File: src/rtl/rf_pkg.sv
// rtl/rf_pkg.sv - shared register-file types and widths
// Purpose: common widths and the writeback entry record used by the
//          writeback queue and its forwarding matcher.
// Contents: XLEN (data width), AW (register address width), NUM_REGS,
//           wb_entry_t {rd, data}.
package rf_pkg;

  localparam int XLEN     = 32;
  localparam int AW       = 5;
  localparam int NUM_REGS = 32;

  typedef struct packed {
    logic [AW-1:0]   rd;
    logic [XLEN-1:0] data;
  } wb_entry_t;

endpackage

File: src/rtl/wb_match_youngest.sv
// rtl/wb_match_youngest.sv - youngest-match forwarding lookup over the writeback queue
// Purpose: report whether any valid queue entry targets query_i, and return the
//          data of the youngest such entry (0 when there is no hit).
// Ports:
//   entries_i  in  DEPTH x wb_entry_t  queue storage
//   valid_i    in  DEPTH               per-slot valid bits
//   head_i     in  $clog2(DEPTH)       slot index of the oldest entry
//   query_i    in  AW                  register being looked up (x0 never hits)
//   hit_o      out 1                   a pending entry targets query_i
//   data_o     out XLEN                youngest matching data, else 0
import rf_pkg::*;

module wb_match_youngest #(
  parameter int DEPTH = 4,
  localparam int PW   = $clog2(DEPTH)
) (
  input  wb_entry_t         entries_i [DEPTH],
  input  logic [DEPTH-1:0]  valid_i,
  input  logic [PW-1:0]     head_i,
  input  logic [AW-1:0]     query_i,
  output logic              hit_o,
  output logic [XLEN-1:0]   data_o
);

  logic [PW-1:0] idx;

  // Walk from oldest (head) to youngest; a later match overwrites an earlier
  // one, so the surviving value is the youngest.
  always_comb begin
    hit_o  = 1'b0;
    data_o = '0;
    idx    = '0;
    for (int i = 0; i < DEPTH; i++) begin
      idx = head_i + PW'(i);
      if (valid_i[idx] && (entries_i[idx].rd == query_i) && (query_i != '0)) begin
        hit_o  = 1'b1;
        data_o = entries_i[idx].data;
      end
    end
  end

endmodule

File: src/rtl/regfile_writeback_queue.sv
// rtl/regfile_writeback_queue.sv - in-order writeback FIFO in front of the register file
// Purpose: buffer ALU/load results, drain one per granted cycle onto the regfile
//          write port, and forward not-yet-committed values to decode.
// Ports:
//   clk, rst                     clock, synchronous active-high reset
//   wb_valid/wb_ready            producer handshake (wb_ready = ~full)
//   wb_reg, wb_data              destination register and result
//   drain_en                     regfile write port granted this cycle
//   rf_regwrite/write_reg/_data  regfile write port, driven from the head entry
//   query_reg1/2, query_hit1/2,  forwarding lookups (youngest match wins)
//   query_data1/2
//   count, empty, full           occupancy
module regfile_writeback_queue import rf_pkg::wb_entry_t; #(
  parameter int DEPTH = 4,
  parameter int XLEN  = rf_pkg::XLEN,
  parameter int AW    = rf_pkg::AW,
  localparam int PW   = $clog2(DEPTH),
  localparam int CW   = $clog2(DEPTH) + 1
) (
  input  logic            clk,
  input  logic            rst,
  input  logic            wb_valid,
  output logic            wb_ready,
  input  logic [AW-1:0]   wb_reg,
  input  logic [XLEN-1:0] wb_data,
  input  logic            drain_en,
  output logic            rf_regwrite,
  output logic [AW-1:0]   rf_write_reg,
  output logic [XLEN-1:0] rf_write_data,
  input  logic [AW-1:0]   query_reg1,
  input  logic [AW-1:0]   query_reg2,
  output logic            query_hit1,
  output logic            query_hit2,
  output logic [XLEN-1:0] query_data1,
  output logic [XLEN-1:0] query_data2,
  output logic [CW-1:0]   count,
  output logic            empty,
  output logic            full
);

  wb_entry_t        mem_q [DEPTH];
  logic [DEPTH-1:0] valid_q, valid_d;
  logic [PW-1:0]    wr_ptr_q, wr_ptr_d;
  logic [PW-1:0]    rd_ptr_q, rd_ptr_d;
  logic [CW-1:0]    count_q, count_d;
  logic             push, pop;
  wb_entry_t        head;

  assign empty    = (count_q == '0);
  assign full     = (count_q == CW'(DEPTH));
  assign wb_ready = ~full;
  assign count    = count_q;

  // x0 writes complete the handshake but are dropped: they can never be observed.
  assign push = wb_valid & ~full & (wb_reg != '0);
  assign pop  = drain_en & ~empty;

  assign head          = mem_q[rd_ptr_q];
  assign rf_regwrite   = pop;
  assign rf_write_reg  = empty ? '0 : head.rd;
  assign rf_write_data = empty ? '0 : head.data;

  // Push and pop never hit the same slot: that would need full (push blocked)
  // or empty (pop blocked).
  always_comb begin
    valid_d  = valid_q;
    wr_ptr_d = wr_ptr_q;
    rd_ptr_d = rd_ptr_q;
    if (pop) begin
      valid_d[rd_ptr_q] = 1'b0;
      rd_ptr_d          = rd_ptr_q + 1'b1;
    end
    if (push) begin
      valid_d[wr_ptr_q] = 1'b1;
      wr_ptr_d          = wr_ptr_q + 1'b1;
    end
    count_d = count_q + CW'(push) - CW'(pop);
  end

  always_ff @(posedge clk) begin
    if (rst) begin
      valid_q  <= '0;
      wr_ptr_q <= '0;
      rd_ptr_q <= '0;
      count_q  <= '0;
    end else begin
      valid_q  <= valid_d;
      wr_ptr_q <= wr_ptr_d;
      rd_ptr_q <= rd_ptr_d;
      count_q  <= count_d;
    end
  end

  // Payload needs no reset; the valid vector and count qualify it.
  always_ff @(posedge clk) begin
    if (push) begin
      mem_q[wr_ptr_q] <= '{rd: wb_reg, data: wb_data};
    end
  end

  wb_match_youngest #(.DEPTH(DEPTH)) u_match1 (
    .entries_i (mem_q),
    .valid_i   (valid_q),
    .head_i    (rd_ptr_q),
    .query_i   (query_reg1),
    .hit_o     (query_hit1),
    .data_o    (query_data1)
  );

  wb_match_youngest #(.DEPTH(DEPTH)) u_match2 (
    .entries_i (mem_q),
    .valid_i   (valid_q),
    .head_i    (rd_ptr_q),
    .query_i   (query_reg2),
    .hit_o     (query_hit2),
    .data_o    (query_data2)
  );

endmodule
File: config.mk
export PLATFORM = sky130hd
export DESIGN_NAME = regfile_writeback_queue
export DESIGN_NICKNAME = d
export VERILOG_FILES = /design/src/rtl/rf_pkg.sv /design/src/rtl/wb_match_youngest.sv /design/src/rtl/regfile_writeback_queue.sv
export SDC_FILE = /design/constraint.sdc
export NUM_CORES = 1
export LEC_CHECK = 0
export CAP_MARGIN = 15
export CORE_UTILIZATION = 40
export CTS_BUF_LIST = sky130_fd_sc_hd__clkbuf_16
export DETAILED_ROUTE_END_ITERATION = 16
export PLACE_DENSITY_LB_ADDON = 0.2
export SETUP_SLACK_MARGIN = 0.4
export SYNTH_ARGS = -nofsm -noshare
export SYNTH_HDL_FRONTEND = slang
export SYNTH_SLANG_ARGS = --single-unit
File: constraint.sdc
create_clock -name clk -period 5.6 [get_ports clk]
set_input_delay 1.12 -clock clk [delete_from_list [all_inputs] [get_ports clk]]
set_output_delay 1.12 -clock clk [all_outputs]
set_load 0.1 [all_outputs]
==> metrics.md, run 1 <==
| Metric | Value |
|---|---|
| Via count | 8325 |
| Fill cell count | 2333 |
| Synth Warn # | 0 |
| Minimum clock period | 4.92 ns |
| Worst hold margin | roughly 0.56 ns |
| Drt via density | a little under 6 |
| Critical R2R Launch | count[1]$_SDFF_PP0_ |
| Inst Count DP | 1382 |
| CTS Root Cell | clkbuf_16 |
| Layout cells sized above 1 | 26.9% |
| Nets | between 1000 and 1500 |
| HP Class | flip-flop to flip-flop |
| Post-route ant nets | 0 |
| Clk sinks | 159 |
| Initial Util | 40.7% |
| IO buf count | 160 |
| M3 GR Usage | approximately 3.4% |
| Commonest non-fill, non-tap cells in the layout | edfxtp_1, nand2_1, mux2i_1, mux4_2, clkdlybuf4s50_1 |
| GR Layer Usage met2 | between 30 and 40% |
| Max-cap violations | 0 |
| Critical R2R Capture | count[2]$_SDFF_PP0_ |
| Setup TNS | 0 ns |
| Critical Path Fanout Max | 17 |
| Worst R2R Path Depth | 10 |
| Simple-Gate Fraction of Synth Area | 9.60% |
| Maximum VDD drop | roughly 0.42 mV |
| Cell area after layout | 0.0151 mm2 |
| Cts hold-fix bufs | 0 |
| Area grow syn2layout | 33.8% |
| Power Dens Cells | 477 mW/mm2 |
| CTS tree | built |
| DRC errors left | 0 |
| HP Start | valid_q[3]$_SDFF_PP0_ |
| Unrepaired setup endpoints after global routing | no |
| Endpoints failing setup | 0 |
| Leak | 5.24 nW |
| Clock transition at path regs | 0.06 ns |
| Largest family of logic cells by synthesized area | multiplexers |
| Final Max Tran Viols | 0 |
| # H-tree levels | 4 |
| Initial DRT Pass Iterations | 5 |
| Critical Path RT | about 4.5 ns |
| Total CTS buffers | 17 |
| Reg-to-reg slack, setup | 2.53 ns |
| Relative slew slack | a little under a third |
| Avg Inst Size Synth | 12.5 um2 |
| Gr busiest metal | met2 |
| Worst Skew | 0.0112 ns |
| Setup WS post-layout | between 0.6 and 0.7 ns |
| Total gr overflow | 0 |
| Total GRT Usage | between 20 and 25% |
| Crit path capture type | output pin |
| Vias in the first global route | 8565 |
| Synthesized area | 0.0113 mm2 |
| Status | finished, final reports clean |
| CP arrival | 3.80 ns |
| Place WS | about 0.52 ns |
| Initial antenna violation count | 3 |
| Worst-Margin Slew | 1.04 ns |
| Post-synth EDFFs | roughly 150 |
| XOR/XNOR Fraction of Synth Area | 3.48% |
| Final hold vios | 0 |
| Area after DPL | 0.0145 mm2 |
| Max frequency | 203 MHz |
| Final GP Congestion | 0.914 |
| Initial DRC count | between 500 and 600 |
| Die area | 0.0290 mm2 |
| Ports | 161 |
| Startpoint class of the critical path | flip-flop |
| Post-synthesis adder-cell area fraction | under 10% |
| Post-Layout Cell Count | 1419 |
| Final period utilization | between 80% and 90% |
| Synthesized netlist net count | 966 |
| Wire per inst | 21.7 um |
| Seq/Total Area, Yosys | 41.2% |
| Compound-Gate Fraction of Synth Area | 9.64% |
| Dpl hpwl | 21200 um |
| Mux contribution to synthesized area | 30.3% |
| Core Rows | 61 |
| Die height | 170 um |
| Most common cell after layout, fill and taps aside | edfxtp_1 |
| Yosys reg bits | 159 |
| Syn Inst Count | around 900 |
| Synth Flop Type | edfxtp_1 |
| Clock Latency Late Sink | between 0.4 and 0.5 ns |
| Setup Crit Path Kind | flip-flop to output pin |
| Core Area | 0.0278 mm2 |
| Hold path endpoint | valid_q[3]$_SDFF_PP0_ |
| Die width | approximately 170 um |
| Largest net degree at the start of global routing | between 100 and 150 |
| Hold path depth | 2 |
| Ys async rst share | 0% |
| First-pass GRT wire length | approximately 49000 um |
| Final WL | 30800 um |
| GR Util met1 | 29.3% |
| Maximum clock path buffer count | 2 |
| Synth cell types | between 50 and 60 |
## worst max-delay path, stage by stage, from the launching register on
cell	delay, ns
dfxtp_4	0.38
inv_1	0.09
ha_4	0.37
mux4_2	0.58
xor2_1	0.17
a2111o_1	0.39
or3_2	0.44
buf_4	0.26
mux2i_1	0.30
o221ai_4	0.16
buf_12	0.21
## metal layers
| metal | up-vias | wire, um | share of wire (%) |
|---|---|---|---|
| li1 | 3822 | - | - |
| met1 | 4224 | 13600 | 44 |
| met2 | 235 | 15100 | 49 |
| met3 | 42 | 1430 | 4.6 |
| met4 | 2 | 689 | 2.2 |
| met5 | - | 13 | 0.042 |
## metrics by stage
stage	util, %	total power [mW]
6_report	54.5	7.22
5_1_grt	54.5	7.56
4_1_cts	54.4	7.26
3_5_place_dp	52.2	6.10
3_3_place_gp	52.2	6.06
2_1_floorplan	-	5.18
## flip-flops by register name (all words and copies together) (netlist names)
register  count
count         3
mem_q       148
rd_ptr_q      2
valid_q       4
wr_ptr_q      2
## cell type report
cell class                 count  area (um2)  area share (%)
sequential                   159        4670            30.8
antenna                        2        5.00          0.0330
multi-input combinational    643        6840            45.1
clock inverter                15         148           0.975
clock buffer                  17         425            2.81
timing repair buffer         188        2520            16.7
tap                          378         473            3.12
inverter                      17        65.1           0.430
## cells by family (layout without fill, tap and decap cells)
family / Yosys count / in the layout
adder cells (fa/ha/maj): 11 / 11
flip-flops: 159 / 159
other: 0 / 2
AND/OR/NAND/NOR: 233 / 233
multiplexers: 215 / 215
XOR/XNOR: 45 / 45
AO/OA/AOI/OAI: 139 / 139
buffers and inverters: 102 / 237
## cells in the mapped netlist (7+ instances only)
library cell	n	area share, %
edfxtp_1	148	39
nand2_1	117	3.9
mux2i_1	114	10
mux4_2	93	19
nor2b_1	39	2.2
clkbuf_1	37	1.2
xnor2_1	37	2.9
a21oi_1	34	1.5
buf_2	30	1.3
nor2_1	30	0.99
o221ai_1	29	2.2
a221o_1	23	2.0
a22o_1	23	1.8
inv_1	16	0.53
dfxtp_1	11	1.9
ha_1	10	1.1
and3_1	8	0.44
buf_1	8	0.27
nand4_1	8	0.44
o31ai_1	8	0.53
xor2_1	8	0.62
mux4_1	7	1.6
nand3_1	7	0.31
## report_power, final
part | switching [mW] | leakage, nW | total (mW) | internal, mW
Clock | 0.513 | 0.281 | 1.14 | 0.627
Combinational | 2.96 | 3.51 | 4.54 | 1.58
Sequential | 0.0922 | 1.45 | 1.54 | 1.45
Total | 3.56 | 5.24 | 7.22 | 3.66
## repair_timing
action | 4_1_cts | 5_1_grt
gates cloned | 0 | 0
setup endpoints to repair | 63 | 53
resized for setup | 4 | 5
pin swaps | 0 | 0
buffers inserted | 1 | 2
## worst max-delay path by stage
stage | start | end | slack (ns) | depth (start not counted)
5_1_grt | rd_ptr_q[0]$_SDFFE_PP0N_ | query_data2[0] | 0.54 | 11
2_1_floorplan | rd_ptr_q[0]$_SDFFE_PP0N_ | query_data1[2] | 0.40 | 16
3_5_place_dp | rd_ptr_q[0]$_SDFFE_PP0N_ | query_data2[25] | 0.52 | 10
3_3_place_gp | query_reg1[0] | query_data1[29] | 0.62 | 9
6_report | rd_ptr_q[0]$_SDFFE_PP0N_ | query_data2[25] | 0.68 | 10
4_1_cts | rd_ptr_q[0]$_SDFFE_PP0N_ | query_data2[25] | 0.49 | 10
Power figures use the tool's default switching activity.
==> inputs of run 2 (changes only) <==
- GPL_TIMING_DRIVEN: default -> 0
==> run 2 against run 1 <==
Worst hold slack lost 0.0042 ns; first-iteration DRC count grew 49%; die area is the same; critical endpoint is now query_data2[4]; highest routed layer is now met4.
==> metrics.md, run 2 (same netlist as run 1, synthesis figures left out) <==
| Metric | Value |
|---|---|
| Die height | 170 um |
| Clk sinks | around 160 |
| First-pass GRT wire length | 54800 um |
| Die width | 170 um |
| Cell area after layout | 0.0157 mm2 |
| CP Cell Sequence | buf_12 > buf_12 > buf_12 > buf_12 > buf_12 > inv_6 > ha_4 > mux4_2 > xor2_1 > a2111o_1 > or3_4 > buf_12 > buf_12 > mux2i_2 > o221ai_4 > buf_12 |
| Initial DRC count | 817 |
| Setup TNS | 0 ns |
| Commonest non-fill, non-tap cells in the layout | edfxtp_1, nand2_1, mux2i_1, mux4_2, clkdlybuf4s50_1 |
| Finished Core Util | 56.4% |
| Status | finished, final reports clean |
| IO buf count | 150 |
| Slowest stage delay, CP | ~0.54 ns |
| CTS Root Cell | clkbuf_16 |
| Minimum clock period | 5.23 ns |
| Largest net degree at the start of global routing | 30 |
| Cts hold-fix bufs | 0 |
| Clock transition at path regs | 0.07 ns |
| Place WS | -1.12 ns |
| DRC errors left | 0 |
| Family with the most delay on the worst path | buffers and inverters |
| Critical R2R Launch | count[1]$_SDFF_PP0_ |
| Final GP Congestion | 0.894 |
| Setup Crit Path Kind | flip-flop to output pin |
| Area grow syn2layout | 38.5% |
| Dpl hpwl | between 20000 and 30000 um |
| Maximum VDD drop | ~0.40 mV |
| Largest register FFs | 148 |
| Wire per inst | 24.8 um |
| Die area | a little under 0.03 mm2 |
| Critical Path Fanout Max | 7 |
| Critical Path RT | 4.48 ns |
| Leak | 5.61 nW |
| Layout cells sized above 1 | approximately a third |
| Final hold vios | 0 |
| CTS tree | built |
| Drt via density | 6.10 |
| Worst Path Buf+Inv | 9 |
| HP Class | flip-flop to flip-flop |
| Final period utilization | roughly 93% |
| Post-route ant nets | 0 |
| Final WL | 37100 um |
| Nets | 1170 |
| Total gr overflow | 0 |
| Inst Count DP | 1439 |
| Crit path top cell by count | buf_12 |
| HP Start | valid_q[0]$_SDFF_PP0_ |
| CP arrival | between 4 and 5 ns |
| Relative slew slack | 28.7% |
| Final Max Tran Viols | 0 |
| Biggest register | mem_q |
| Ports | around 160 |
| # H-tree levels | 4 |
| Startpoint class of the critical path | flip-flop |
| Area after DPL | roughly 0.014 mm2 |
| Initial antenna violation count | 1 |
| Slowest cell on crit path | mux4_2 |
| Via count | 9147 |
| Core Rows | 61 |
| Initial DRT Pass Iterations | 6 |
| Setup WS post-layout | 0.374 ns |
| CP startpoint | rd_ptr_q[0]$_SDFFE_PP0N_ |
| Vias in the first global route | 9091 |
| Power Dens Cells | 491 mW/mm2 |
| Crit path capture type | output pin |
| Maximum clock path buffer count | 2 |
| Max-cap violations | 0 |
| Unrepaired setup endpoints after global routing | yes |
| Post-Layout Cell Count | 1500 |
| Worst-Margin Slew | 1.07 ns |
| Endpoints failing setup | 0 |
| Initial Util | 40.7% |
| Total GRT Usage | 25.9% |
| Total CTS buffers | 17 |
| Fill cell count | 2332 |
| Most common cell after layout, fill and taps aside | edfxtp_1 |
| Core Area | 0.0278 mm2 |
| Worst Skew | 0.0105 ns |
| Clock Latency Late Sink | between 0.4 and 0.5 ns |
| Max frequency | 191 MHz |
==> run 2: stage by stage <==
stage / power, mW / hold WS [ns]
2_1_floorplan: 5.18 / 0.496
3_5_place_dp: 6.26 / 0.538
3_3_place_gp: 6.21 / 0.528
4_1_cts: 7.56 / 0.549
5_1_grt: 7.99 / 0.591
6_report: 7.69 / 0.554
==> run 2: final timing paths <==
check	cells after the start	slack (ns)	endpoint
worst min register to register	2	0.55	valid_q[0]$_SDFF_PP0_
worst max register to register	10	2.89	count[2]$_SDFF_PP0_
worst min-delay path	2	0.55	valid_q[0]$_SDFF_PP0_
worst max-delay path	16	0.37	query_data2[4]
==> run 2: power by group <==
part	internal [mW]	switching [mW]
combinational	1.77	3.22
clock	0.629	0.532
sequential	1.45	0.0936
==> run 2: repair_timing <==
item / in CTS / in global routing
buffers inserted: 17 / 7
pin swaps: 10 / 14
endpoints found under the setup margin: 66 / 75
gates cloned: 0 / 4
endpoints found under the hold margin: 0 / 0
resized for setup: 558 / 57
==> run 2: layout make-up <==
type / count / area, um2 / share of cell area, %
multi-input combinational: 643 / 6930 / 44.2
sequential: 159 / 4670 / 29.8
timing repair buffer: 185 / 2310 / 14.7
buffer: 85 / 639 / 4.08
tap: 378 / 473 / 3.02
clock buffer: 17 / 425 / 2.71
clock inverter: 15 / 151 / 0.966
inverter: 17 / 68.8 / 0.439
antenna: 1 / 2.50 / 0.0160
==> run 2: layer usage <==
layer	GRT usage, %	routed length, um	up-vias
met3	5.12	2990	63
met1	34.0	15100	4665
li1	-	-	3999
met5	0	0	-
met4	9.28	841	0
met2	42.4	18200	420
==> run 2: worst reg2reg max path, stage by stage (launching register included) <==
cell and delay, ns:
dfxtp_1 0.37, nor3_2 0.54, nor2b_1 0.09, clkbuf_1 0.26, ha_1 0.35, inv_1 0.04, ha_1 0.18, fa_1 0.38
xnor2_1 0.19, xnor2_1 0.14, nor2_1 0.05
